==> src/rtl/lau_pkg.sv <==
// Shared types for the lookahead arithmetic library: prefix-structure speed
// selection and the timer state encoding.
package lau_pkg;

  typedef enum logic [1:0] {
    SLOW,
    MEDIUM,
    FAST
  } speed_e;

  typedef enum logic {
    IDLE,
    RUN
  } tmr_state_e;

endpackage

==> src/rtl/DecC.sv <==
// Lookahead decrementer: {BO, Z} = A - BI. A bit toggles when every lower
// bit is zero and the borrow-in is set, which is a prefix AND of {~A, BI}.
module DecC
  import lau_pkg::*;
#(
  parameter int     width = 8,
  parameter speed_e speed = FAST
) (
  input  logic [width-1:0] A,
  input  logic             BI,
  output logic [width-1:0] Z,
  output logic             BO
);

  logic [width:0] prefixOut;

  PrefixAnd #(
    .n    (width + 1),
    .speed(speed)
  ) u_prefix (
    .PI({~A, BI}),
    .PO(prefixOut)
  );

  assign Z  = A ^ prefixOut[width-1:0];
  assign BO = prefixOut[width];

endmodule

==> src/rtl/PrefixAnd.sv <==
// Prefix AND over n inputs: PO[k] = &PI[k:0]. SLOW is a ripple chain,
// MEDIUM a Sklansky tree, FAST a Kogge-Stone tree.
module PrefixAnd
  import lau_pkg::*;
#(
  parameter int     n     = 9,
  parameter speed_e speed = FAST
) (
  input  logic [n-1:0] PI,
  output logic [n-1:0] PO
);

  if (speed == SLOW) begin : g_slow
    for (genvar i = 0; i < n; i++) begin : g_rip
      logic r;
      if (i == 0) begin : g_first
        assign r = PI[0];
      end else begin : g_next
        assign r = g_rip[i-1].r & PI[i];
      end
      assign PO[i] = r;
    end
  end else begin : g_tree
    localparam int Levels = $clog2(n);
    // Each level doubles the span of every partial product.
    for (genvar s = 0; s <= Levels; s++) begin : g_lvl
      logic [n-1:0] v;
      if (s == 0) begin : g_in
        assign v = PI;
      end else begin : g_step
        for (genvar i = 0; i < n; i++) begin : g_bit
          if (speed == FAST && i >= (1 << (s - 1))) begin : g_ks
            assign v[i] = g_lvl[s-1].v[i] & g_lvl[s-1].v[i-(1<<(s-1))];
          end else if (speed != FAST && ((i >> (s - 1)) & 1) == 1) begin : g_sk
            assign v[i] = g_lvl[s-1].v[i] & g_lvl[s-1].v[((i>>(s-1))<<(s-1))-1];
          end else begin : g_pass
            assign v[i] = g_lvl[s-1].v[i];
          end
        end
      end
    end
    assign PO = g_lvl[Levels].v;
  end

endmodule

==> src/rtl/dec_timer.sv <==
// Loadable down-counting timer; the decrementer's borrow-out doubles as the
// terminal-count detect. Expiries leave through a one-entry event buffer.
module dec_timer
  import lau_pkg::*;
#(
  parameter int     width = 8,
  parameter speed_e speed = FAST
) (
  input  logic             clk_i,
  input  logic             rst_ni,
  input  logic             load_valid_i,
  output logic             load_ready_o,
  input  logic [width-1:0] load_value_i,
  input  logic             load_periodic_i,
  input  logic             en_i,
  input  logic             stop_i,
  output logic [width-1:0] count_o,
  output logic             busy_o,
  output logic             exp_valid_o,
  input  logic             exp_ready_i,
  output logic             overrun_o
);

  tmr_state_e       state_q, state_d;
  logic [width-1:0] count_q, count_d;
  logic [width-1:0] reload_q, reload_d;
  logic             periodic_q, periodic_d;
  logic             expValid_q, expValid_d;
  logic             overrun_q, overrun_d;

  logic [width-1:0] decZ;
  logic             decBo;
  logic             loadFire;
  logic             expiry;

  DecC #(
    .width(width),
    .speed(speed)
  ) u_dec (
    .A (count_q),
    .BI(1'b1),
    .Z (decZ),
    .BO(decBo)
  );

  assign load_ready_o = ~expValid_q;
  assign loadFire     = load_valid_i & load_ready_o;

  // Counter control: stop beats load beats decrement; a borrow means the
  // count was already zero, so that cycle is the expiry.
  always_comb begin
    state_d    = state_q;
    count_d    = count_q;
    reload_d   = reload_q;
    periodic_d = periodic_q;
    expValid_d = expValid_q;
    overrun_d  = overrun_q;
    expiry     = 1'b0;
    if (stop_i) begin
      state_d = IDLE;
      count_d = '0;
    end else if (loadFire) begin
      state_d    = RUN;
      count_d    = load_value_i;
      reload_d   = load_value_i;
      periodic_d = load_periodic_i;
      overrun_d  = 1'b0;
    end else if (state_q == RUN && en_i) begin
      if (!decBo) begin
        count_d = decZ;
      end else begin
        expiry = 1'b1;
        if (periodic_q) begin
          count_d = reload_q;
        end else begin
          count_d = '0;
          state_d = IDLE;
        end
      end
    end

    // A new expiry into a full buffer is lost unless the old one leaves now.
    if (expiry) begin
      if (!expValid_q)        expValid_d = 1'b1;
      else if (!exp_ready_i)  overrun_d  = 1'b1;
    end else if (expValid_q && exp_ready_i) begin
      expValid_d = 1'b0;
    end
  end

  always_ff @(posedge clk_i) begin
    if (!rst_ni) begin
      state_q    <= IDLE;
      count_q    <= '0;
      reload_q   <= '0;
      periodic_q <= 1'b0;
      expValid_q <= 1'b0;
      overrun_q  <= 1'b0;
    end else begin
      state_q    <= state_d;
      count_q    <= count_d;
      reload_q   <= reload_d;
      periodic_q <= periodic_d;
      expValid_q <= expValid_d;
      overrun_q  <= overrun_d;
    end
  end

  assign count_o     = count_q;
  assign busy_o      = (state_q == RUN);
  assign exp_valid_o = expValid_q;
  assign overrun_o   = overrun_q;

endmodule

==> config.mk <==
export PLATFORM = sky130hd
export DESIGN_NAME = dec_timer
export DESIGN_NICKNAME = d
export VERILOG_FILES = /design/src/rtl/lau_pkg.sv /design/src/rtl/DecC.sv /design/src/rtl/PrefixAnd.sv /design/src/rtl/dec_timer.sv
export SDC_FILE = /design/constraint.sdc
export NUM_CORES = 1
export LEC_CHECK = 0
export BUFFER_PORTS_ARGS = -buffer_cell sky130_fd_sc_hd__buf_2
export CORE_ASPECT_RATIO = 1.1
export CORE_MARGIN = 10
export CORE_UTILIZATION = 51
export CTS_CLUSTER_SIZE = 14
export DETAILED_ROUTE_END_ITERATION = 8
export HOLD_SLACK_MARGIN = 0.12
export PLACE_DENSITY = 0.81
export SKIP_LAST_GASP = 1
export SYNTH_ARGS = -nofsm -noshare
export SYNTH_HDL_FRONTEND = slang
export SYNTH_SLANG_ARGS = --single-unit
==> constraint.sdc <==
create_clock -name clk_i -period 2.15 [get_ports clk_i]
set_input_delay 0.43 -clock clk_i [delete_from_list [all_inputs] [get_ports clk_i]]
set_output_delay 0.43 -clock clk_i [all_outputs]
set_load 0.02 [all_outputs]
Word-level counts from Yosys, hierarchy flattened
Index checks and enable logic that the tools add are counted.
{ "word_totals": {"reg_bits": 20} }
{ "op_classes": {"mux": 19, "n_eq_ne": 1, "n_reduce_logical": 8, "n_bitwise": 23} }
{ "ops": {"columns": ["cell", "count"], "rows": [
  ["$mux 8", 4],
  ["$and 1x1->1", 18],
  ["$mux 1", 15],
  ["$not 8->8", 1],
  ["$xor 8x8->8", 1],
  ["$reduce_bool 2->1", 3],
  ["$not 1->1", 3],
  ["$reduce_and 3->1", 1],
  ["$logic_and 1x1->1", 2],
  ["$ne 2x1->1 const B", 1],
  ["$reduce_and 2->1", 1],
  ["$reduce_or 2->1", 1]
]} }

Logic depth before layout (Yosys ltp)
Gate-level depths: netlist of run 1.
{ "depth": {"depth_word": 9, "mapped_depth": 7} }

Hierarchy
A second synthesis of run 1 with hierarchy kept.
{ "unflattened": {"cells_unflattened": 134, "area_unflattened_um2": 1151.1} }
{ "by_module_without_submodules": {"columns": ["module", "seq_area_each_um2", "n_inst", "area_each_um2", "cells_each"], "rows": [
  ["dec_timer", 400.4, 1, 972.2, 105],
  ["DecC", 0.0, 1, 100.1, 16],
  ["PrefixAnd", 0.0, 1, 78.8, 13]
]} }

Least setup slack after synthesis of run 1
Ideal clock, no wire load.
{ "synth_path": {"path_type": "flip-flop to flip-flop", "startpoint": "reg count_q[0] (netlist: count_o[0])", "endpoint": "reg overrun_q (netlist: overrun_o)", "required_time_ps": 2080, "stages_incl_launch_ff": 7, "synth_period_minus_slack_ps": 1765, "path_buffers": 0, "t_arrival_ps": 1695, "setup_slack_ps": 385, "cell_sequence": "dfxtp_1 inv_1 ha_1 nor4b_4 nand4_2 or4_1 a21boi_1"} }
{ "synth_via": {"elab_chain_cells": 9} }
{ "synth_lines": {"columns": ["element", "line_no", "rtl"], "rows": [
  ["start, declared", "dec_timer.sv:25", "logic [width-1:0] count_q, count_d;"],
  ["start signal, assigned", "dec_timer.sv:101", "count_q <= count_d;"],
  ["$not 8->8", "DecC.sv:21", ".PI({~A, BI}),"],
  ["$and 1x1->1 (3 in series)", "PrefixAnd.sv:33", "assign v[i] = g_lvl[s-1].v[i] & g_lvl[s-1].v[i-(1<<(s-1))];"],
  ["$mux 1", "dec_timer.sv:69", "if (!decBo) begin"],
  ["$mux 1", "dec_timer.sv:68", "end else if (state_q == RUN && en_i) begin"],
  ["$mux 1", "dec_timer.sv:62", "end else if (loadFire) begin"],
  ["$mux 1", "dec_timer.sv:59", "if (stop_i) begin"],
  ["$mux 1", "dec_timer.sv:83", "if (expiry) begin"],
  ["end signal, assigned", "dec_timer.sv:105", "overrun_q <= overrun_d;"],
  ["end, declared", "dec_timer.sv:29", "logic overrun_q, overrun_d;"]
]} }
Every way passes these cells.
A chain may end at the register's enable or synchronous reset.

Final worst setup path of run 1
{ "layout_path": {"startpoint": "reg count_q[1] (netlist: count_o[1])", "endpoint": "reg count_q[5] (netlist: count_o[5])"} }
{ "layout_via": {"elab_chain_cells": 8} }
{ "layout_lines": {"columns": ["element", "line_no", "rtl"], "rows": [
  ["$not 8->8 *", "DecC.sv:21", null],
  ["$and 1x1->1 (3 in series)", "PrefixAnd.sv:33", null],
  ["$xor 8x8->8", "DecC.sv:25", "assign Z = A ^ prefixOut[width-1:0];"],
  ["$mux 8 *", "dec_timer.sv:69", null],
  ["$mux 8 *", "dec_timer.sv:68", null],
  ["$mux 8 *", "dec_timer.sv:62", null]
]} }
Mark *: on every way between the ends. The rest lies on a longest branch, timed or not. The select of a mux whose other input is x is not followed.

==> summary.md, run 1 <==
| Metric | Value |
|---|---|
| Status | `finished clean` |
| Initial antenna violation count | `0` |
| Die width | `around 63 microns` |
| Crit end category | `flip-flop` |
| Mapped Nets | `145` |
| DRC viols | `0` |
| HP Class | `primary input to flip-flop` |
| Vias in the first global route | `1,058` |
| Dpl hpwl | `2080 microns` |
| Number of DRC markers in iteration 0 | `35` |
| Die ar. | `between 4000 and 5000 sq um` |
| Core Region | `1980 sq um` |
| Post-synth top cells | `nand2_1, dfxtp_1, a21boi_0, a21oi_1, nor2_1` |
| Peak VDD IR | `0.550 mV` |
| Die span in y | `67.2 microns` |
| Most common cell in the synthesized netlist | `nand2_1` |
| Clock Skew | `13.1 ps` |
| Share of async-settable or async-resettable flops after synthesis | `0` |
| Skew-Pair Late Insertion Delay | `310 ps` |
| Cells after Synth | `129` |
| FMAX | `roughly 560 MHz` |
| Total GRT Usage | `0.130` |
| Initial Util | `0.523` |
| DRT antenna net count | `0` |
| Pins Over Slew Limit | `0` |
| First-pass iteration count of the detailed router | `4` |
| CTS tree | `built` |
| Main flop type after synthesis | `dfxtp_1` |
| Final #Nets | `between 150 and 200` |
| Post-synthesis sequential area ratio | `0.387` |
| Final Hold Vio Count | `0` |
| Worst path arrival time | `2010 ps` |
| Via density | `5.91` |
| Area growth syn-to-layout | `19.8%` |
| Mapped Area | `1030 sq um` |
| Dominant cell type by area after synthesis | `dfxtp_1` |
| CTS sink cnt | `20` |
| Slew @ Worst Pin | `570 ps` |
| Final WL | `2750 microns` |
| WL/cell | `around 15 microns` |
| EDFF count, synth | `0` |
| Pleak | `0.496 nW` |
| Critical path class | `flip-flop to flip-flop` |
| Pin count of the biggest net entering global routing | `14` |
| Num CTS Buffers | `3` |
| Syn. warnings | `0` |
| Core Rows | `17` |
| Worst Setup Start Kind | `flip-flop` |
| Clock Tree Buf Depth | `2` |
| Distinct cells, synth | `36` |
| Post-CTS resize count | `0` |
| Post-CTS Hold Buffers | `0` |
| Setup TNS | `0 ps` |
| Share of cells above drive strength 1 | `0.227` |
| Minimum clock period | `roughly 1800 ps` |
| IO buf count | `26` |
| Post-Place Worst Slack | `roughly 430 ps` |
| I/O pin count | `27` |
| Clk slew on worst S/H paths | `about 130 ps` |
| Post-CTS setup buffers | `0` |
| Slew margin rel. | `0.619` |
| Max-Cap Viols | `0` |
| Fillers | `190` |
| WP data required | `between 2000 and 2500 ps` |
| Top post-synthesis cells by area | `dfxtp_1, nand2_1, a21boi_0` |
| Syn_area_per_cell | `8.02 sq um` |
| Ant diodes | `0` |
| Yosys reg bits | `20` |
| Grt total ovfl | `0` |
| CTS Root Cell | `clkbuf_4` |
| Routability cong. | `between 0.8 and 0.9` |
| First-pass GRT wire length | `4620 microns` |
| Final Setup Violations | `0` |
| Unrepaired setup endpoints after global routing | `no` |
| Pwr/cell area | `roughly 700 nW/um^2` |
| CTS H-tree depth | `1` |
| Final cycle utilization of the critical path | `0.824` |
| Crit-path max FO | `7` |
| Top cell type's share of synthesized area | `0.387` |
| Setup WS post-layout | `379 ps` |
| Via count | `roughly 1.1k` |
[per-layer routing]
| metal | global-route usage | up-vias | share of wire |
|---|---|---|---|
| met4 | 0.0447 | 0 | 0.0076 |
| met3 | 0.0380 | 4 | 0.077 |
| met5 | 0 | - | 0 |
| met2 | 0.227 | 48 | 0.50 |
| li1 | - | 520 | - |
| met1 | 0.150 | 504 | 0.42 |
[flip-flops by register name, indices dropped and copies added, names as in the netlist]
signal	flops
busy_o	1
count_o	8
exp_valid_o	1
overrun_o	1
periodic_q	1
reload_q	8
[layout by cell type, fill, tap and decap left out, types with 2 or more instances in the layout]
cell type / synthesis / final
nand2_1: 26 / 26
inv_1: 3 / 3
a21boi_0: 9 / 9
clkbuf_4: 0 / 3
dfxtp_1: 20 / 20
or4_1: 2 / 2
buf_4: 0 / 2
nand3_1: 4 / 4
a211o_1: 2 / 2
nor3_1: 4 / 4
a31oi_1: 5 / 5
a21oi_1: 7 / 7
and2_1: 2 / 2
nand2b_1: 3 / 3
o22ai_1: 4 / 4
nor4_1: 2 / 2
a22oi_1: 4 / 4
nor2_1: 6 / 6
nor2b_1: 2 / 2
o21ai_0: 2 / 2
buf_2: 1 / 26
[per-stage QoR]
stage / cells / hold WS (ps) / instance area, sq um / utilization / total power, mW
after global routing: 182 / 365 / 1240 / 0.627 / 0.896
after floorplan: 129 / 444 / 1030 / - / 0.503
after CTS: 182 / 358 / 1240 / 0.627 / 0.857
final: 182 / 349 / 1240 / 0.627 / 0.858
after detailed placement: 178 / 464 / 1190 / 0.600 / 0.549
after global placement: 178 / 438 / 1190 / 0.600 / 0.546
[final cells by class]
cell class              count  area [sq um]  share of cell area
repair buffers             28           145               0.117
clock inverters             1          30.0              0.0242
inverters                   3          11.3             0.00908
multi-input cells          99           596               0.480
clock buffers               3          22.5              0.0182
well taps                  28          35.0              0.0283
flip-flops and latches     20           400               0.323
[power by group]
group	leakage [nW]	total [mW]	switching, mW	internal [mW]
clock	0.0279	0.315	0.126	0.189
combinational	0.305	0.141	0.0828	0.0580
sequential	0.163	0.403	0.0177	0.385
total	0.496	0.858	0.227	0.632
[critical path, stage by stage, from the launching register on]
cell and delay, ps:
dfxtp_1 370, inv_1 80, ha_1 190, nor4b_4 290, and2_0 400, nor4b_1 110
nor4_1 250
[final timing paths]
check / startpoint / end / slack, ps / cells after the start
worst max-delay path: count_o[1]$_SDFFE_PP0P_ / count_o[5]$_SDFFE_PP0P_ / 380 / 6
worst min register to register: overrun_o$_SDFF_PN0_ / overrun_o$_SDFF_PN0_ / 470 / 2
worst max register to register: count_o[1]$_SDFFE_PP0P_ / count_o[5]$_SDFFE_PP0P_ / 380 / 6
worst min-delay path: load_periodic_i / periodic_q$_SDFFE_PN0P_ / 350 / 3
[cells by family after synthesis]
| logic type | count (synthesis) | share of synthesized area |
|---|---|---|
| adder cells (fa/ha/maj) | 1 | 0.0121 |
| AO/OA/AOI/OAI | 38 | 0.248 |
| flip-flops | 20 | 0.387 |
| AND/OR/NAND/NOR | 58 | 0.297 |
| multiplexers | 1 | 0.00967 |
| buffers and inverters | 10 | 0.0375 |
| XOR/XNOR | 1 | 0.00847 |
No activity file was read; power rests on OpenSTA's default activity.
==> run 2: changes to the inputs <==
--- a/config.mk
+++ b/config.mk
@@ -8,11 +8,11 @@
 export BUFFER_PORTS_ARGS = -buffer_cell sky130_fd_sc_hd__buf_2
 export CORE_ASPECT_RATIO = 1.1
 export CORE_MARGIN = 10
-export CORE_UTILIZATION = 51
+export CORE_UTILIZATION = 46
 export CTS_CLUSTER_SIZE = 14
 export DETAILED_ROUTE_END_ITERATION = 8
 export HOLD_SLACK_MARGIN = 0.12
-export PLACE_DENSITY = 0.81
+export PLACE_DENSITY = 0.78
 export SKIP_LAST_GASP = 1
 export SYNTH_ARGS = -nofsm -noshare
 export SYNTH_HDL_FRONTEND = slang
==> constraint.sdc (replaced) <==
create_clock -name clk_i -period 1.4 [get_ports clk_i]
set_input_delay 0.28 -clock clk_i [delete_from_list [all_inputs] [get_ports clk_i]]
set_output_delay 0.28 -clock clk_i [all_outputs]
set_load 0.02 [all_outputs]
==> summary.md, run 2 (synthesis gave the netlist of run 1 again) <==
| Metric | Value |
|---|---|
| Status | `finished, violations left` |
| Violated checks | `negative setup slack` |
| Core Rows | `17 (unchanged)` |
| Slew margin rel. | `0.738 (+0.120)` |
| WP data required | `1630 ps (-760 ps)` |
| I/O pin count | `27 (unchanged)` |
| Final WL | `3150 microns (+15%)` |
| Via count | `1,151 (+7.0%)` |
| Initial antenna violation count | `0 (unchanged)` |
| WP buf/inv | `0 (-1)` |
| Worst Setup Start Kind | `flip-flop` |
| Pint | `0.843 mW (+33%)` |
| Via density | `5.64 (-4.6%)` |
| Slew @ Worst Pin | `392 ps (-178 ps)` |
| Skew-Pair Late Insertion Delay | `310 ps (about the same)` |
| CTS sink cnt | `20 (unchanged)` |
| Number of DRC markers in iteration 0 | `63 (+80%)` |
| Crit end category | `flip-flop` |
| Pleak | `0.615 nW (+24%)` |
| Commonest cells after routing, fill and taps aside | `nand2_1, buf_2, buf_4, dfxtp_1, a21boi_0` |
| CP delay by family, top | `simple AND/OR/NAND/NOR gates` |
| Hold_ws | `203 ps (-146 ps)` |
| Routability cong. | `0.895 (+5.9%)` |
| Share of cells above drive strength 1 | `0.398 (+0.170)` |
| Critical Path, Cell by Cell | `or4_1, nor3_1, nor4b_4, nor4_1` |
| R2R setup slack | `-190 ps (-570 ps)` |
| Die ar. | `4550 sq um (+7.5%)` |
| Setup WS post-layout | `-188 ps (-567 ps)` |
| WL/cell | `15.4 microns (+2.2%)` |
| R2R cell count | `4 (-2)` |
| Crit-path max FO | `4 (-3)` |
| Grt total ovfl | `0 (unchanged)` |
| Reg2reg end | `count_o[5]$_SDFFE_PP0P_` |
| Final cycle utilization of the critical path | `1.13 (+0.311)` |
| IO buf count | `26 (unchanged)` |
| Die width | `65.2 microns (+3.6%)` |
| Final Setup Violations | `11 (+11)` |
| Placed insts | `198 (+11%)` |
| Combinational share of power | `0.259 (+0.095)` |
| Critical R2R Launch | `count_o[0]$_SDFFE_PP0P_` |
| Post-route total power | `1.21 mW (+41%)` |
| First-pass iteration count of the detailed router | `4 (unchanged)` |
| Pwr/cell area | `834 nW/um^2 (+21%)` |
| Pin count of the biggest net entering global routing | `14 (unchanged)` |
| Pins Over Slew Limit | `0 (unchanged)` |
| Num CTS Buffers | `3 (unchanged)` |
| Clock Skew | `2.70 ps (-10.4 ps)` |
| Sequential share of power | `0.502 (+0.033)` |
| Switching power share of the total | `0.304 (+0.0404)` |
| First-pass GRT wire length | `5440 microns (+18%)` |
| Crit-path max cell delay | `600 ps (+200 ps)` |
| Die span in y | `69.7 microns (+3.7%)` |
| CTS tree | `built` |
| DRT antenna net count | `0 (unchanged)` |
| Critical path class | `flip-flop to flip-flop` |
| Post-Place Worst Slack | `-220 ps (-648 ps)` |
| CP max-delay cell | `or4_1` |
| Fillers | `182 (-4.2%)` |
| Dpl hpwl | `2390 microns (+15%)` |
| Finished Core Util | `0.697 (+0.0701)` |
| Clk slew on worst S/H paths | `110 ps (-20 ps)` |
| Unrepaired setup endpoints after global routing | `yes` |
| Final Hold Vio Count | `0 (unchanged)` |
| Vias in the first global route | `1,178 (+11%)` |
| Hold Path Stages | `3 (unchanged)` |
| Non-Filler Instances | `204 (+12%)` |
| Clock Tree Buf Depth | `2 (unchanged)` |
| CTS H-tree depth | `1 (unchanged)` |
| Clock power frac | `0.239 (-0.128)` |
| Core Region | `2080 sq um (+5.4%)` |
| Post-route cell area | `1450 sq um (+17%)` |
| Sw Pwr | `0.369 mW (+63%)` |
| HP Class | `primary input to flip-flop` |
| Area growth syn-to-layout | `40.4%` |
| DRC viols | `0 (unchanged)` |
| CTS Root Cell | `clkbuf_4` |
| Dpl cell area | `1370 sq um (+15%)` |
| Final #Nets | `193 (+13%)` |
| Hold Path End | `periodic_q$_SDFFE_PN0P_` |
| Total GRT Usage | `0.145 (+0.0151)` |
| Ant diodes | `0 (unchanged)` |
| Initial Util | `0.496 (-0.0267)` |
| Worst path arrival time | `1810 ps (-200 ps)` |
| Minimum clock period | `1590 ps (-183 ps)` |
| Startpoint of the worst hold path | `load_periodic_i` |
| Setup TNS | `-1330 ps (-1330 ps)` |
| Peak VDD IR | `0.717 mV (+30%)` |
| Max-Cap Viols | `0 (unchanged)` |
| FMAX | `630 MHz (+11%)` |
[run 2: worst max-delay path by stage]
stage | startpoint | endpoint | slack [ps] | depth (start not counted)
finish | count_o[0]$_SDFFE_PP0P_ | count_o[5]$_SDFFE_PP0P_ | -190 | 4
global route | count_o[1]$_SDFFE_PP0P_ | count_o[0]$_SDFFE_PP0P_ | -260 | 7
CTS | count_o[1]$_SDFFE_PP0P_ | overrun_o$_SDFF_PN0_ | -210 | 6
detailed placement | count_o[1]$_SDFFE_PP0P_ | overrun_o$_SDFF_PN0_ | -220 | 6
global placement | count_o[1]$_SDFFE_PP0P_ | overrun_o$_SDFF_PN0_ | -140 | 6
floorplan | count_o[1]$_SDFFE_PP0P_ | overrun_o$_SDFF_PN0_ | -240 | 6
[run 2: repair_timing]
action                     CTS  global route
setup buffers                2             0
setup endpoints to repair   11            20
hold buffers                 0             0
resized for setup            4             8
pin swaps                    5             2
[run 2: tightest hold or removal path: stages]
cell and delay (ps):
buf_2 90, nand2_1 40, a21boi_0 60
[run 2: final cells by class]
class / instances / area [sq um] / share of cell area
timing repair buffer: 50 / 314 / 0.216
clock inverter: 1 / 3.75 / 0.00258
inverter: 3 / 16.3 / 0.0112
multi-input combinational: 99 / 652 / 0.449
sequential: 20 / 409 / 0.282
clock buffer: 3 / 22.5 / 0.0155
tap: 28 / 35.0 / 0.0241
[run 2: power by group through the flow]
stage,combinational [mW],sequential [mW],clock [mW]
after global placement,0.272,0.619,0
after global routing,0.342,0.611,0.320
final,0.313,0.609,0.290
after floorplan,0.146,0.635,0
after detailed placement,0.279,0.621,0
after CTS,0.296,0.608,0.298
[run 2: metal layers]
metal	up-vias	GRT usage	part of all wire
met5	-	0	0
met4	0	0.0708	0.020
met3	7	0.0322	0.052
met2	40	0.239	0.49
met1	537	0.169	0.44
li1	567	-	-
==> run 3: changes to the inputs <==
--- a/config.mk
+++ b/config.mk
@@ -8,11 +8,11 @@
 export BUFFER_PORTS_ARGS = -buffer_cell sky130_fd_sc_hd__buf_2
 export CORE_ASPECT_RATIO = 1.1
 export CORE_MARGIN = 10
-export CORE_UTILIZATION = 46
+export CORE_UTILIZATION = 55
 export CTS_CLUSTER_SIZE = 14
 export DETAILED_ROUTE_END_ITERATION = 8
 export HOLD_SLACK_MARGIN = 0.12
-export PLACE_DENSITY = 0.78
+export PLACE_DENSITY = 0.87
 export SKIP_LAST_GASP = 1
 export SYNTH_ARGS = -nofsm -noshare
 export SYNTH_HDL_FRONTEND = slang
==> constraint.sdc (replaced) <==
create_clock -name clk_i -period 1.95 [get_ports clk_i]
set_input_delay 0.39 -clock clk_i [delete_from_list [all_inputs] [get_ports clk_i]]
set_output_delay 0.39 -clock clk_i [all_outputs]
set_load 0.02 [all_outputs]
==> summary.md, run 3 (synthesis gave the netlist of run 1 again) <==
| Metric | Value |
|---|---|
| Setup WS post-layout | `115 ps (+303 ps)` |
| Critical path class | `flip-flop to flip-flop` |
| Post-route total power | `0.808 mW (-33%)` |
| Vias in the first global route | `1,078 (-8.5%)` |
| Setup TNS | `0 ps (+1330 ps)` |
| Peak VDD IR | `0.454 mV (-37%)` |
| Via count | `1,094 (-5.0%)` |
| Worst path arrival time | `2070 ps (+260 ps)` |
| Initial antenna violation count | `0 (unchanged)` |
| Worst Setup Start Kind | `flip-flop` |
| Post-route cell area | `1230 sq um (-15%)` |
| Routability cong. | `0.841 (-6.0%)` |
| Status | `finished clean` |
| Share of cells above drive strength 1 | `0.248 (-0.149)` |
| WP data required | `2190 ps (+560 ps)` |
| Number of DRC markers in iteration 0 | `56 (-11%)` |
| Multi-input logic area | `597 sq um (-8.4%)` |
| Ant diodes | `0 (unchanged)` |
| Wl on met1 | `1170 microns (-16%)` |
| Skew-Pair Late Insertion Delay | `290 ps (-20 ps)` |
| Uppermost layer routed | `met4` |
| Total GRT Usage | `0.149 (+0.00419)` |
| Die span in y | `65.5 microns (-6.1%)` |
| CP delay by family, top | `simple AND/OR/NAND/NOR gates` |
| Pwr/cell area | `658 nW/um^2 (-21%)` |
| DR WL met2 | `1460 microns (-4.5%)` |
| Register area | `400 sq um (-2.1%)` |
| CP max-delay cell | `or4_1` |
| Hold Path Stages | `3 (unchanged)` |
| Core Region | `1780 sq um (-15%)` |
| I/O pin count | `27 (unchanged)` |
| Final WL | `2850 microns (-9.3%)` |
| Hold_ws | `341 ps (+138 ps)` |
| WP buf/inv | `1 (+1)` |
| IO buf count | `26 (unchanged)` |
| Post-Place Worst Slack | `41.7 ps (+262 ps)` |
| Area growth syn-to-layout | `18.7%` |
| Max-Cap Viols | `0 (unchanged)` |
| CTS tree | `built` |
| Slew margin rel. | `0.513 (-0.226)` |
| Crit path depth | `6 (+2)` |
| Final Setup Violations | `0 (-11)` |
| Via density | `6.25 (+11%)` |
| First-pass GRT wire length | `4780 microns (-12%)` |
| Pin count of the biggest net entering global routing | `14 (unchanged)` |
| Pleak | `0.502 nW (-18%)` |
| Initial Util | `0.581 (+0.0844)` |
| Non-Filler Instances | `175 (-14%)` |
| Commonest cells after routing, fill and taps aside | `nand2_1, buf_2, dfxtp_1, a21boi_0, a21oi_1` |
| Clk slew on worst S/H paths | `100 ps (about the same)` |
| Finished Core Util | `0.690 (-0.00727)` |
| Crit end category | `flip-flop` |
| Met3 wire len | `216 microns (+32%)` |
| FMAX | `545 MHz (-13%)` |
| Crit-path max FO | `6 (+2)` |
| Final #Nets | `175 (-9.3%)` |
| Post-CTS Hold Buffers | `0 (unchanged)` |
| Final Hold Vio Count | `0 (unchanged)` |
| Minimum clock period | `1830 ps (+247 ps)` |
| DRC viols | `0 (unchanged)` |
| Clock Tree Buf Depth | `2 (unchanged)` |
| R2R cell count | `6 (+2)` |
| Num CTS Buffers | `3 (unchanged)` |
| Crit-path max cell delay | `450 ps (-150 ps)` |
| First-pass iteration count of the detailed router | `4 (unchanged)` |
| CTS H-tree depth | `1 (unchanged)` |
| Die width | `61.4 microns (-5.9%)` |
| Dpl hpwl | `2150 microns (-10%)` |
| HP Class | `primary input to flip-flop` |
| Grt total ovfl | `0 (unchanged)` |
| Slew @ Worst Pin | `730 ps (+338 ps)` |
| Critical Path, Cell by Cell | `inv_1, ha_1, nor4b_4, nand4_2, or4_1, a21boi_1` |
| Clock Skew | `1.24 ps (-1.47 ps)` |
| DRT antenna net count | `0 (unchanged)` |
| WL/cell | `16.3 microns (+5.7%)` |
| Final cycle utilization of the critical path | `0.941 (-0.193)` |
| Pins Over Slew Limit | `0 (unchanged)` |
| Die ar. | `4020 sq um (-12%)` |
| CTS sink cnt | `20 (unchanged)` |
| Placed insts | `169 (-15%)` |
| CTS Root Cell | `clkbuf_4` |
| Core Rows | `16 (-1)` |
| Dpl cell area | `1180 sq um (-14%)` |
| Fillers | `149 (-18%)` |
## run 3: changes by cell type in the layout (fill, tap and decap cells not counted), moves of 2 or more
cell / previous run / this run
a21oi_1: 5 / 7
buf_4: 23 / 6
inv_4: 2 / 0
inv_1: 1 / 3
dfxtp_4: 2 / 0
a21oi_2: 2 / 0
dfxtp_1: 17 / 20
## run 3: area by class of cell
cell class / count / share of cell area
inverters: 3 / 0.00916
well taps: 18 / 0.0183
multi-input cells: 99 / 0.486
clock buffers: 3 / 0.0183
repair buffers: 32 / 0.143
flip-flops and latches: 20 / 0.326
## run 3: report_power, final
part           internal (mW)  switching (mW)  leakage [nW]
Clock                 0.0720           0.119        0.0138
Sequential             0.425          0.0197         0.163
Combinational         0.0769          0.0956         0.325
Total                  0.573           0.235         0.502
## run 3: final timing paths
check	from	end	slack (ps)
worst max-delay path	count_o[0]$_SDFFE_PP0P_	overrun_o$_SDFF_PN0_	120
worst min-delay path	load_periodic_i	periodic_q$_SDFFE_PN0P_	340
worst max register to register	count_o[0]$_SDFFE_PP0P_	overrun_o$_SDFF_PN0_	120
worst min register to register	overrun_o$_SDFF_PN0_	overrun_o$_SDFF_PN0_	460
## run 3: tightest hold or removal path, stage by stage
cell      delay [ps]
buf_2            100
nand2_1           50
a21boi_0          60
## run 3: per-layer routing
metal	vias up	global-route usage
li1	528	-
met1	519	0.183
met2	45	0.246
met3	2	0.0288
met4	0	0.0615
met5	-	0
## run 3: what timing repair did
| item | 4_1_cts | 5_1_grt |
|---|---|---|
| resized for setup | 0 | 2 |
| setup endpoints to repair | 0 | 7 |
| buffers inserted | 0 | 3 |
